==> src/rtl/dvi12_pkg.sv <==
// Shared constants for the 12-bit DVI output stage: channel widths and the 4x4 Bayer threshold table.
package dvi12_pkg;

    localparam int IN_W  = 8;
    localparam int OUT_W = 4;
    localparam int THR_W = 4;

    // Indexed [y][x]; thresholds are compared against the 4 bits dropped by truncation.
    localparam logic [0:3][0:3][THR_W-1:0] BAYER_4X4 = '{
        '{4'd0,  4'd8,  4'd2,  4'd10},
        '{4'd12, 4'd4,  4'd14, 4'd6},
        '{4'd3,  4'd11, 4'd1,  4'd9},
        '{4'd15, 4'd7,  4'd13, 4'd5}
    };

    function automatic logic [THR_W-1:0] bayer_thr(input logic [1:0] x, input logic [1:0] y);
        return BAYER_4X4[y][x];
    endfunction

endpackage

==> src/rtl/dvi12_dither_chan.sv <==
// One colour channel quantizer: 8-bit in, 4-bit out, rounded up against a dither threshold, registered.
module dvi12_dither_chan
    import dvi12_pkg::*;
(
    input  logic             clk_40m_tree,
    input  logic             reset_loc,
    input  logic [IN_W-1:0]  c,
    input  logic [THR_W-1:0] t,
    input  logic             en,
    output logic [OUT_W-1:0] q
);

    logic [OUT_W-1:0] q_next;

    // Full-scale input stays at 15 rather than wrapping to 0.
    always_comb begin
        q_next = c[IN_W-1 -: OUT_W];
        if (en && (c[IN_W-OUT_W-1:0] > t) && (q_next != '1)) begin
            q_next = q_next + 1'b1;
        end
    end

    always_ff @(posedge clk_40m_tree or posedge reset_loc) begin
        if (reset_loc) begin
            q <= '0;
        end else begin
            q <= q_next;
        end
    end

endmodule

==> src/rtl/dvi12_pixel_out.sv <==
// Three-stage pixel output stage (input/count, quantize, blank/output) with matched sync delay.
// Build option DVI12_TEMPORAL_DITHER_EN rotates the Bayer pattern every frame.
module dvi12_pixel_out
    import dvi12_pkg::*;
#(
    parameter logic HS_POL = 1'b1,
    parameter logic VS_POL = 1'b1
)
(
    input  logic        clk_40m_tree,
    input  logic        reset_loc,
    input  logic        in_de,
    input  logic        in_hs,
    input  logic        in_vs,
    input  logic [23:0] in_rgb,
    input  logic        dither_en,
    output logic [3:0]  out_r,
    output logic [3:0]  out_g,
    output logic [3:0]  out_b,
    output logic        out_de,
    output logic        out_hs,
    output logic        out_vs
);

    logic        de1, hs1, vs1, en1;
    logic [23:0] rgb1;
    logic [1:0]  x_cnt, y_cnt, x1, y1;
    logic        vs_edge;
    logic [1:0]  x_idx, y_idx;
    logic [THR_W-1:0] thr;
    logic        de2, hs2, vs2;
    logic [OUT_W-1:0] q_r, q_g, q_b;

    // vs1 doubles as the previous-cycle vsync for edge detection.
    assign vs_edge = (in_vs == VS_POL) && (vs1 != VS_POL);

    always_ff @(posedge clk_40m_tree or posedge reset_loc) begin
        if (reset_loc) begin
            de1   <= 1'b0;
            hs1   <= ~HS_POL;
            vs1   <= ~VS_POL;
            en1   <= 1'b0;
            rgb1  <= '0;
            x_cnt <= 2'd0;
            y_cnt <= 2'd0;
            x1    <= 2'd0;
            y1    <= 2'd0;
        end else begin
            de1  <= in_de;
            hs1  <= in_hs;
            vs1  <= in_vs;
            en1  <= dither_en;
            rgb1 <= in_rgb;
            x1   <= x_cnt;
            y1   <= y_cnt;
            x_cnt <= in_de ? x_cnt + 2'd1 : 2'd0;
            // Frame start overrides a line end landing on the same cycle.
            if (vs_edge) begin
                y_cnt <= 2'd0;
            end else if (de1 && !in_de) begin
                y_cnt <= y_cnt + 2'd1;
            end
        end
    end

`ifdef DVI12_TEMPORAL_DITHER_EN
    logic [1:0] frame_cnt;

    always_ff @(posedge clk_40m_tree or posedge reset_loc) begin
        if (reset_loc) begin
            frame_cnt <= 2'd0;
        end else if (vs_edge) begin
            frame_cnt <= frame_cnt + 2'd1;
        end
    end

    assign x_idx = x1 + {frame_cnt[0], 1'b0};
    assign y_idx = y1 + {frame_cnt[1], 1'b0};
`else
    assign x_idx = x1;
    assign y_idx = y1;
`endif

    assign thr = bayer_thr(x_idx, y_idx);

    dvi12_dither_chan u_chan_r (
        .clk_40m_tree (clk_40m_tree),
        .reset_loc    (reset_loc),
        .c            (rgb1[23:16]),
        .t            (thr),
        .en           (en1),
        .q            (q_r)
    );

    dvi12_dither_chan u_chan_g (
        .clk_40m_tree (clk_40m_tree),
        .reset_loc    (reset_loc),
        .c            (rgb1[15:8]),
        .t            (thr),
        .en           (en1),
        .q            (q_g)
    );

    dvi12_dither_chan u_chan_b (
        .clk_40m_tree (clk_40m_tree),
        .reset_loc    (reset_loc),
        .c            (rgb1[7:0]),
        .t            (thr),
        .en           (en1),
        .q            (q_b)
    );

    always_ff @(posedge clk_40m_tree or posedge reset_loc) begin
        if (reset_loc) begin
            de2 <= 1'b0;
            hs2 <= ~HS_POL;
            vs2 <= ~VS_POL;
        end else begin
            de2 <= de1;
            hs2 <= hs1;
            vs2 <= vs1;
        end
    end

    always_ff @(posedge clk_40m_tree or posedge reset_loc) begin
        if (reset_loc) begin
            out_de <= 1'b0;
            out_hs <= ~HS_POL;
            out_vs <= ~VS_POL;
            out_r  <= '0;
            out_g  <= '0;
            out_b  <= '0;
        end else begin
            out_de <= de2;
            out_hs <= hs2;
            out_vs <= vs2;
            out_r  <= de2 ? q_r : '0;
            out_g  <= de2 ? q_g : '0;
            out_b  <= de2 ? q_b : '0;
        end
    end

endmodule
==> config.mk <==
export PLATFORM = sky130hd
export DESIGN_NAME = dvi12_pixel_out
export DESIGN_NICKNAME = d
export VERILOG_FILES = /design/src/rtl/dvi12_pkg.sv /design/src/rtl/dvi12_dither_chan.sv /design/src/rtl/dvi12_pixel_out.sv
export SDC_FILE = /design/constraint.sdc
export NUM_CORES = 1
export LEC_CHECK = 0
export CORE_AREA = 3 3 73 75
export CTS_BUF_LIST = sky130_fd_sc_hd__clkbuf_2 sky130_fd_sc_hd__clkbuf_4 sky130_fd_sc_hd__clkbuf_8
export DETAILED_ROUTE_END_ITERATION = 8
export DIE_AREA = 0 0 76 78
export GPL_ROUTABILITY_DRIVEN = 1
export PLACE_DENSITY = 0.76
export SLEW_MARGIN = 10
export SYNTH_ARGS = -nofsm -noshare
export SYNTH_HDL_FRONTEND = slang
export SYNTH_SLANG_ARGS = --single-unit
==> constraint.sdc <==
create_clock -name clk_40m_tree -period 2.4 [get_ports clk_40m_tree]
set_input_delay 0.48 -clock clk_40m_tree [delete_from_list [all_inputs] [get_ports clk_40m_tree]]
set_output_delay 0.48 -clock clk_40m_tree [all_outputs]
set_load 0.01 [all_outputs]
==> out/metrics.yaml, run 1 <==
placed_design:
  placed_cell_area_um2: 2907
  dpl.cell_count: 270
  place_ws_ns: 0.4684
  gp_congestion: 0.9158
  portBuffers: 44
  dp_hpwl_um: 2766
sta:
  hold_viol: 0
  slew_headroom: 0.6001
  finClkSkew_ns: 0.007292
  fin_tns_setup_ns: 0
  period_needed_ns: 1.943
  slew_viol_final: 0
  period_share: 0.8096
  timing.fmax_ghz: 0.5147
  rsz0062_at_grt: "no"
  worst_pin_slew_ns: 0.5990
  fin_ws_ns: 0.4569
  setup_viol: 0
global_routing:
  grt_max_degree: 39
  grt_util_all_layers: 0.1451
  antenna_found_initial: 0
  grt_pass1_vias: 1429
  overflow: 0
  grt_pass1_wl_um: 6499
detailed_routing:
  drt-total-wl_um: 3647
  vias: 1322
  vias_per_cell: 4.622
  firstDrtPassIters: 2
  wl_per_cell_um: 12.75
  ant_nets: 0
  drt_iter0_markers: 52
  drc: 0
finish:
  fin_area_um2: 3097
  layout.nets: 259
  final_layout_size_suffix_gt1_frac: 0.1370
  diodes: 0
  instances_no_fill: 286
  syn2layout_area_growth_pct: 30.88
power_and_ir_drop:
  p_switching_uw: 617.4
  cell_internal_pwr_mw: 1.938
  irDropWorstVdd_uv: 520.3
  netSwitchingFraction: 0.2415
  power.share.sequential: 0.497
  p_comb_frac: 0.173
  cellPowerDensity_nw_per_um2: 825.3
  p_clk_frac: 0.331
  p_leak_nw: 1.392
synthesis:
  synth_top_area_cell: "dfrtp_1"
  ys_ff_latch: 66
  syn-num-nets: 204
  synth_top_area_frac: 0.6980
  synth_cell_type_count: 17
  syn_avg_cell_area_um2: 14.88
  synthesis.area_um2: 2366
  syn_inst: 159
  seq_area_frac_synth: 0.6980
  synthTopCellsByArea: "dfrtp_1, ha_1, and2_1"
  synth_warnings: 0
clocking:
  clkTransAtPathRegs_ns: 0.07
  cts_resized: 0
  htreeDepth: 3
  root_buffer: "clkbuf_8"
  cts_setup_buffers: 0
  tritoncts: "yes"
  insertion_delay_ns: 0.33
  cts.path.max_buffers: 2
  clock-sinks: 66
  hold_buffers: 0
  cts_buffers: 9
die:
  initial_utilization: 0.5009
  std_cell_rows: 25
  ioPinCount: 45
  core-area_um2: 4723
  fp.dieW_um: 76
  die_h_um: 78
  die_area_um2: 5928
setup_path:
  crit_arrival_ns: 2.16
  crit_path_start_kind: "register"
  path_class: "register to register"
  cp_max_fo: 3
  critPathCaptureType: "register"
  required_ns: 2.61
run_status:
  status: "finished clean"
flow_run:
  cap_violations: 0
min_path:
  min_path_type: "register to register"
## path summary, 6_finish.rpt
kind	startpoint	cells past startpoint	end	slack (ns)
max	y1[0]$_DFF_PP0_	6	u_chan_r.q[1]$_DFF_PP0_	0.46
max in group asynchronous	reset_loc	3	rgb1[18]$_DFF_PP0_	1.26
min	vs2$_DFF_PP0_	0	out_vs$_DFF_PP0_	0.35
max reg2reg	y1[0]$_DFF_PP0_	6	u_chan_r.q[1]$_DFF_PP0_	0.46
min reg2reg	vs2$_DFF_PP0_	0	out_vs$_DFF_PP0_	0.35
min in group asynchronous	reset_loc	2	out_g[0]$_DFF_PP0_	0.55
## cell families after synthesis
kind of cell	after synthesis	share of synthesized area
muxes	3	0.01428
AOI/OAI and AO/OA	15	0.04601
DFF	66	0.6980
and+or+nand+nor	43	0.1121
adders and majority gates	15	0.07932
xor gates and xnor gates	11	0.04072
buffers and inverters	6	0.009518
## worst max-delay path, cell delays in order (launching register included)
cell	delay, ns
dfrtp_1	0.40
xnor2_1	0.32
ha_1	0.34
nand4_1	0.13
nand3_1	0.10
a21oi_2	0.19
mux2_2	0.36
## cells in the mapped netlist, drive strengths merged
cell type / number
a21oi: 12
ha: 15
o211ai: 3
mux2: 3
nand4: 6
clkbuf: 1
nand2: 1
dfrtp: 66
xor2: 5
nand3: 9
nor2b: 9
nor2: 5
inv: 5
and2: 13
xnor2: 6
## cell type report
| type | instances | area (um^2) |
|---|---|---|
| flip-flops and latches | 66 | 1652 |
| fillers | 339 | 1627 |
| repair buffers | 45 | 460.4 |
| inverters | 5 | 18.77 |
| clock inverters | 2 | 10.01 |
| clock buffers | 14 | 180.2 |
| multi-input cells | 87 | 691.9 |
| well taps | 67 | 83.83 |
## cell usage in the layout, fill, tap and decap left out
master	instances
clkbuf_8	12
a21oi_2	3
inv_2	1
nand3_1	9
nor2b_1	6
nor2_1	5
nand2_1	1
and2_1	13
a21oi_1	9
clkdlybuf4s50_1	44
nand4_1	6
buf_12	1
ha_1	15
dfrtp_1	66
o211ai_2	3
clkbuf_4	2
inv_1	4
clkinv_2	2
mux2_2	3
nor2b_4	3
xor2_1	5
xnor2_1	6
## per-layer routing
metal,share of wire,track usage,vias to the layer above
li1,-,-,646
met1,0.43,0.1691,625
met2,0.49,0.2314,41
met3,0.052,0.04524,10
met4,0.031,0.09783,0
met5,0,0,-
## per-stage QoR
step	power, mW	util	hold slack, ns
2_1_floorplan	1.570	-	0.3312
3_3_place_gp	1.712	0.6154	0.3333
3_5_place_dp	1.737	0.6154	0.3419
4_1_cts	2.594	0.6556	0.3611
5_1_grt	2.699	0.6556	0.3695
6_report	2.556	0.6556	0.3542
## flip-flops by register name (all words and copies together) (netlist names), 2 cells and up
name	count
rgb1	24
out_b	4
out_g	4
out_r	4
u_chan_b.q	4
u_chan_g.q	4
u_chan_r.q	4
x1	2
x_cnt	2
y1	2
y_cnt	2
## power groups by stage
stage	registers, mW	logic [mW]	clock network, mW
after floorplan	1.29	0.281	0
after detailed placement	1.29	0.446	0
after CTS	1.27	0.449	0.874
after global routing	1.28	0.499	0.918
after global placement	1.29	0.426	0
final	1.27	0.441	0.845
No activity file was read; power rests on OpenSTA's default activity.
==> run 2: changes to the inputs <==
--- a/config.mk
+++ b/config.mk
@@ -5,12 +5,12 @@
 export SDC_FILE = /design/constraint.sdc
 export NUM_CORES = 1
 export LEC_CHECK = 0
-export CORE_AREA = 3 3 73 75
+export CORE_AREA = 3 3 75 77
 export CTS_BUF_LIST = sky130_fd_sc_hd__clkbuf_2 sky130_fd_sc_hd__clkbuf_4 sky130_fd_sc_hd__clkbuf_8
 export DETAILED_ROUTE_END_ITERATION = 8
-export DIE_AREA = 0 0 76 78
+export DIE_AREA = 0 0 78 80
 export GPL_ROUTABILITY_DRIVEN = 1
-export PLACE_DENSITY = 0.76
+export PLACE_DENSITY = 0.75
 export SLEW_MARGIN = 10
 export SYNTH_ARGS = -nofsm -noshare
 export SYNTH_HDL_FRONTEND = slang
==> constraint.sdc (replaced) <==
create_clock -name clk_40m_tree -period 1.6 [get_ports clk_40m_tree]
set_input_delay 0.32 -clock clk_40m_tree [delete_from_list [all_inputs] [get_ports clk_40m_tree]]
set_output_delay 0.32 -clock clk_40m_tree [all_outputs]
set_load 0.01 [all_outputs]
==> run 2 against run 1 <==
The flow now finishes with violations (negative setup slack). Clock power increased by 41%. Total power rose by 53%. Via count grew 3.6%. Cell area is 4.1% higher. Clock skew grew 0.0013 ns. Non-clock buffer count up 6. Worst hold slack worse by 0.0045 ns. Largest cell class unchanged. Highest routed layer unchanged.
==> out/metrics.yaml, run 2 (synthesis gave the netlist of run 1 again) <==
run_status:
  status: "finished, violations left"
  violations: "negative setup slack"
finish:
  layout.nets: 265  # +2.3%
  largest_register: "rgb1"
  largest_reg_flops: 24  # unchanged
  final_util: 0.6354  # -0.02027
  syn2layout_area_growth_pct: 36.28
  final_common_cell: "dfrtp_1"
  fillCellCount: 405  # +19%
  final_layout_size_suffix_gt1_frac: 0.2000  # +0.06301
  diodes: 0  # unchanged
  layout_common_cells: "dfrtp_1, clkdlybuf4s50_1, and2_1, ha_1, clkbuf_8"
  instances_no_fill: 295  # +3.1%
min_path:
  hold_depth: 0  # unchanged
  worst_hold_path.endpoint: "hs2$_DFF_PP0_"
  min_path_type: "register to register"
  hp-start: "hs1$_DFF_PP0_"
sta:
  fin_tns_setup_ns: -1.568  # -1.568 ns
  setup_viol: 11  # +11
  rsz0062_at_grt: "yes"
  slew_viol_final: 0  # unchanged
  period_share: 1.123  # +0.3132
  hold_viol: 0  # unchanged
  fin_ws_ns: -0.1965  # -0.6535 ns
  finClkSkew_ns: 0.008586  # +0.001295 ns
  worst_pin_slew_ns: 0.3263  # -0.2727 ns
  slew_headroom: 0.7825  # +0.1824
  period_needed_ns: 1.797  # -0.1465 ns
  timing.fmax_ghz: 0.5566  # +8.2%
clocking:
  hold_buffers: 0  # unchanged
  tritoncts: "yes"
  clock-sinks: 66  # unchanged
  cts.path.max_buffers: 2  # unchanged
  htreeDepth: 3  # unchanged
  root_buffer: "clkbuf_8"
  cts_buffers: 9  # unchanged
  insertion_delay_ns: 0.34  # about the same
  clkTransAtPathRegs_ns: 0.07  # about the same
die:
  fp.dieW_um: 78  # +2.6%
  core-area_um2: 5075  # +7.4%
  ioPinCount: 45  # unchanged
  die_area_um2: 6240  # +5.3%
  die_h_um: 80  # +2.6%
  initial_utilization: 0.4662  # -0.03470
  std_cell_rows: 26  # +4.0%
global_routing:
  grt_util_all_layers: 0.1342  # -0.01096
  antenna_found_initial: 0  # unchanged
  grt_pass1_vias: 1418  # -0.77%
  overflow: 0  # unchanged
  grt_max_degree: 67  # +72%
  grt_pass1_wl_um: 6106  # -6.0%
detailed_routing:
  drc: 0  # unchanged
  drt_iter0_markers: 41  # -21%
  ant_nets: 0  # unchanged
  vias_per_cell: 4.641  # +0.40%
  wl_per_cell_um: 12.42  # -2.6%
  vias: 1369  # +3.6%
  firstDrtPassIters: 4  # +2
  drt-total-wl_um: 3663  # +0.44%
power_and_ir_drop:
  p_leak_nw: 1.422  # +2.1%
  cellPowerDensity_nw_per_um2: 1216  # +47%
  p_total_mw: 3.921  # +53%
  irDropWorstVdd_uv: 771.9  # +48%
placed_design:
  dpl.cell_count: 276  # +2.2%
  gp_congestion: 0.8141  # -11%
  dp_hpwl_um: 2503  # -9.5%
  portBuffers: 44  # unchanged
setup_path:
  critPathCaptureType: "register"
  path_class: "register to register"
  r2r-end: "u_chan_b.q[1]$_DFF_PP0_"
  reg2reg_depth: 6  # unchanged
  crit_path_start_kind: "register"
  reg2reg_slack_ns: -0.20  # -0.65 ns
  reg2reg_from: "x1[0]$_DFF_PP0_"
  cp_max_fo: 3  # unchanged
  crit_arrival_ns: 2.02  # -0.14 ns
  required_ns: 1.82  # -0.79 ns
flow_run:
  cap_violations: 0  # unchanged
-- run 2: cell count changes in the layout (fill, tap and decap cells not counted), sizes merged --
cell      change
buf           +6
clkbuf        -3
clkinvlp      +3
clkinv        +1
inv           -1
-- run 2: per-layer routing --
layer | share of wire | vias up | global-route usage | routed length, um
li1 | - | 658 | - | -
met1 | 0.42 | 655 | 0.1514 | 1555
met2 | 0.48 | 46 | 0.2080 | 1743
met3 | 0.069 | 10 | 0.06659 | 254
met4 | 0.030 | 0 | 0.07343 | 109
met5 | 0 | - | 0 | 0
-- run 2: critical path, stage by stage (launching register included) --
cell and delay (ns):
dfrtp_1 0.43, xnor2_4 0.27, ha_4 0.25, nand4_1 0.11, nand3_1 0.10, a21oi_2 0.19, mux2_4 0.31
-- run 2: how the worst max path moves through the flow --
stage / from / end / slack, ns
floorplan: y1[1]$_DFF_PP0_ / u_chan_b.q[1]$_DFF_PP0_ / -0.12
global placement: x1[1]$_DFF_PP0_ / u_chan_g.q[1]$_DFF_PP0_ / -0.15
detailed placement: x1[1]$_DFF_PP0_ / u_chan_g.q[1]$_DFF_PP0_ / -0.21
CTS: y1[1]$_DFF_PP0_ / u_chan_b.q[1]$_DFF_PP0_ / -0.22
global route: x1[1]$_DFF_PP0_ / u_chan_g.q[1]$_DFF_PP0_ / -0.30
finish: x1[0]$_DFF_PP0_ / u_chan_b.q[1]$_DFF_PP0_ / -0.20
-- run 2: stage by stage --
step,hold WS (ns),worst slack (ns),instance area [um^2]
floorplan,0.3312,-0.1200,2385
global placement,0.3338,-0.1514,2952
detailed placement,0.3347,-0.2092,2952
CTS,0.3514,-0.2152,3157
global route,0.3602,-0.3016,3224
finish,0.3497,-0.1965,3224
-- run 2: power breakdown --
part,total [mW],leakage (nW),internal (mW),switching [mW]
Combinational,0.821,0.540,0.471,0.351
Clock,1.19,0.0885,0.612,0.578
Sequential,1.91,0.793,1.83,0.0833
-- run 2: what timing repair did --
action	in CTS	in global routing
pin swaps	8	5
setup buffers	2	1
setup endpoints to repair	12	12
resized for setup	4	6
-- run 2: final cells by class --
| class | instances | area [um^2] | area share |
|---|---|---|---|
| clock inverter | 5 | 30.03 | 0.009313 |
| inverter | 5 | 22.52 | 0.006985 |
| multi-input combinational | 87 | 782.0 | 0.2425 |
| tap | 70 | 87.58 | 0.02716 |
| timing repair buffer | 51 | 505.5 | 0.1568 |
| sequential | 66 | 1652 | 0.5122 |
| clock buffer | 11 | 145.1 | 0.04501 |
==> run 3: changes to the inputs <==
--- a/config.mk
+++ b/config.mk
@@ -5,12 +5,13 @@
 export SDC_FILE = /design/constraint.sdc
 export NUM_CORES = 1
 export LEC_CHECK = 0
-export CORE_AREA = 3 3 75 77
+export CAP_MARGIN = 5
+export CORE_AREA = 3 3 73 75
 export CTS_BUF_LIST = sky130_fd_sc_hd__clkbuf_2 sky130_fd_sc_hd__clkbuf_4 sky130_fd_sc_hd__clkbuf_8
 export DETAILED_ROUTE_END_ITERATION = 8
-export DIE_AREA = 0 0 78 80
+export DIE_AREA = 0 0 76 78
 export GPL_ROUTABILITY_DRIVEN = 1
-export PLACE_DENSITY = 0.75
+export PLACE_DENSITY = 0.76
 export SLEW_MARGIN = 10
 export SYNTH_ARGS = -nofsm -noshare
 export SYNTH_HDL_FRONTEND = slang
==> constraint.sdc (replaced) <==
create_clock -name clk_40m_tree -period 2.1 [get_ports clk_40m_tree]
set_input_delay 0.42 -clock clk_40m_tree [delete_from_list [all_inputs] [get_ports clk_40m_tree]]
set_output_delay 0.42 -clock clk_40m_tree [all_outputs]
set_load 0.01 [all_outputs]
==> run 3 against run 2 <==
The run now ends clean. Combinational power shrank 38%. Worst hold slack better by 0.0013 ns. Count of clock-buffer cells in the layout unchanged. Cell area is 2.9% lower. Global-route usage grew 2.2 points. Register-to-register slack gained 0.38 ns. Total power shrank 21%. Routed wire length rose by 3.4%. Worst setup slack better by 0.38 ns. Non-clock buffer count fell by 6. Maximum frequency fell by 6.4%. Via count shrank 2.9%.
==> out/metrics.yaml, run 3 (synthesis gave the netlist of run 1 again) <==
die:
  die_h_um: 78  # -2.5%
  core-area_um2: 4723  # -6.9%
  std_cell_rows: 25  # -3.8%
  fp.dieW_um: 76  # -2.6%
  ioPinCount: 45  # unchanged
  die_area_um2: 5928  # -5.0%
  initial_utilization: 0.5009  # +0.03470
clocking:
  tritoncts: "yes"
  hold_buffers: 0  # unchanged
  cts_resized: 0  # -4
  cts_setup_buffers: 0  # -2
  clkTransAtPathRegs_ns: 0.07  # about the same
  cts.path.max_buffers: 2  # unchanged
  root_buffer: "clkbuf_8"
  insertion_delay_ns: 0.33  # about the same
  htreeDepth: 3  # unchanged
  cts_buffers: 9  # unchanged
  clock-sinks: 66  # unchanged
placed_design:
  dp_hpwl_um: 2796  # +12%
  portBuffers: 44  # unchanged
  place_ws_ns: 0.1937  # +0.4030 ns
  gp_congestion: 0.9025  # +11%
finish:
  largest_register: "rgb1"
  layout.nets: 259  # -2.3%
  syn2layout_area_growth_pct: 32.26
  final_common_cell: "dfrtp_1"
  final_layout_size_suffix_gt1_frac: 0.1370  # -0.06301
  final_util: 0.6625  # +0.02716
  layout_common_cells: "dfrtp_1, clkdlybuf4s50_1, ha_1, and2_1, clkbuf_8"
  largest_reg_flops: 24  # unchanged
  diodes: 0  # unchanged
power_and_ir_drop:
  cellPowerDensity_nw_per_um2: 992.1  # -18%
  irDropWorstVdd_uv: 698.7  # -9.5%
  p_total_mw: 3.104  # -21%
  p_leak_nw: 1.402  # -1.4%
setup_path:
  cp_max_fo: 3  # unchanged
  crit_arrival_ns: 2.13  # +0.11 ns
  crit_chain: "xnor2_1 > ha_1 > nand4_1 > nand3_1 > a21oi_2 > mux2_2"
  required_ns: 2.31  # +0.49 ns
  critPathSlowestCell: "dfrtp_1"
  reg2reg_depth: 6  # unchanged
  crit_path_start_kind: "register"
  critPathCaptureType: "register"
  path_class: "register to register"
  critPathMaxStageDelay_ns: 0.39  # -0.04 ns
global_routing:
  overflow: 0  # unchanged
  grt_max_degree: 67  # unchanged
  grt_util_all_layers: 0.1557  # +0.02151
  antenna_found_initial: 0  # unchanged
  grt_pass1_wl_um: 6906  # +13%
  grt_pass1_vias: 1504  # +6.1%
sta:
  fin_tns_setup_ns: 0  # +1.568 ns
  fin_ws_ns: 0.1809  # +0.3774 ns
  finClkSkew_ns: 0.005072  # -0.003514 ns
  period_share: 0.9139  # -0.2089
  period_needed_ns: 1.919  # +0.1226 ns
  setup_viol: 0  # -11
  rsz0062_at_grt: "no"
  slew_headroom: 0.7771  # -0.005403
  timing.fmax_ghz: 0.5211  # -6.4%
  whs_ns: 0.3510  # +0.001300 ns
  hold_viol: 0  # unchanged
  slew_viol_final: 0  # unchanged
  worst_pin_slew_ns: 0.3344  # +0.008105 ns
flow_run:
  cap_violations: 0  # unchanged
detailed_routing:
  drt_iter0_markers: 35  # -15%
  wl_per_cell_um: 13.25  # +6.7%
  firstDrtPassIters: 4  # unchanged
  drt-total-wl_um: 3789  # +3.4%
  drc: 0  # unchanged
  vias: 1329  # -2.9%
  ant_nets: 0  # unchanged
  vias_per_cell: 4.647  # +0.13%
min_path:
  hold_depth: 0  # unchanged
  min_path_type: "register to register"
run_status:
  status: "finished clean"
[run 3: cell types whose count changed in the layout (fill, tap and decap cells not counted), moves of 3 or more]
cell     change
a21oi_1      +3
a21oi_2      -3
ha_1         +3
ha_4         -3
buf_4        -6
[run 3: routing by layer]
layer  share of wire  up-vias  routed length (um)  GRT usage
li1                -      646                   -          -
met1            0.40      637                1513     0.1680
met2            0.52       41                1968     0.2651
met3           0.065        5                 246    0.07193
met4           0.016        0                  60    0.06522
met5               0        -                   0          0
[run 3: where the power goes]
part / internal [mW] / total (mW) / switching (mW)
clock: 0.709 / 1.14 / 0.435
combinational: 0.277 / 0.508 / 0.231
sequential: 1.39 / 1.45 / 0.0604
total: 2.38 / 3.10 / 0.726
[run 3: cell type report]
| type | instances | area (um^2) |
|---|---|---|
| Timing Repair Buffer | 45 | 460.4 |
| Multi-Input combinational cell | 87 | 691.9 |
| Fill cell | 346 | 1594 |
| Sequential cell | 66 | 1652 |
| Tap cell | 67 | 83.83 |
| Clock inverter | 5 | 77.57 |
| Clock buffer | 11 | 145.1 |
| Inverter | 5 | 18.77 |
[run 3: through the flow]
stage,instance area (um^2),std cells
2_1_floorplan,2366,159
3_3_place_gp,2907,270
3_5_place_dp,2907,270
4_1_cts,3129,286
5_1_grt,3129,286
6_report,3129,286
[run 3: path summary, 6_finish.rpt]
check,end,slack [ns],start
max reg2reg,u_chan_r.q[1]$_DFF_PP0_,0.18,y1[0]$_DFF_PP0_
min reg2reg,hs2$_DFF_PP0_,0.35,hs1$_DFF_PP0_
max in group asynchronous,rgb1[9]$_DFF_PP0_,1.34,reset_loc
min,hs2$_DFF_PP0_,0.35,hs1$_DFF_PP0_
min in group asynchronous,out_g[0]$_DFF_PP0_,0.49,reset_loc
max,u_chan_r.q[1]$_DFF_PP0_,0.18,y1[0]$_DFF_PP0_
[run 3: critical path: cells and delay by family, from the launching register on]
kind,cells,cell delay (ns)
XOR/XNOR,1,0.31
adder cells (fa/ha/maj),1,0.34
AND/OR/NAND/NOR,2,0.22
AO/OA/AOI/OAI,1,0.19
multiplexers,1,0.35
flip-flops,1,0.39
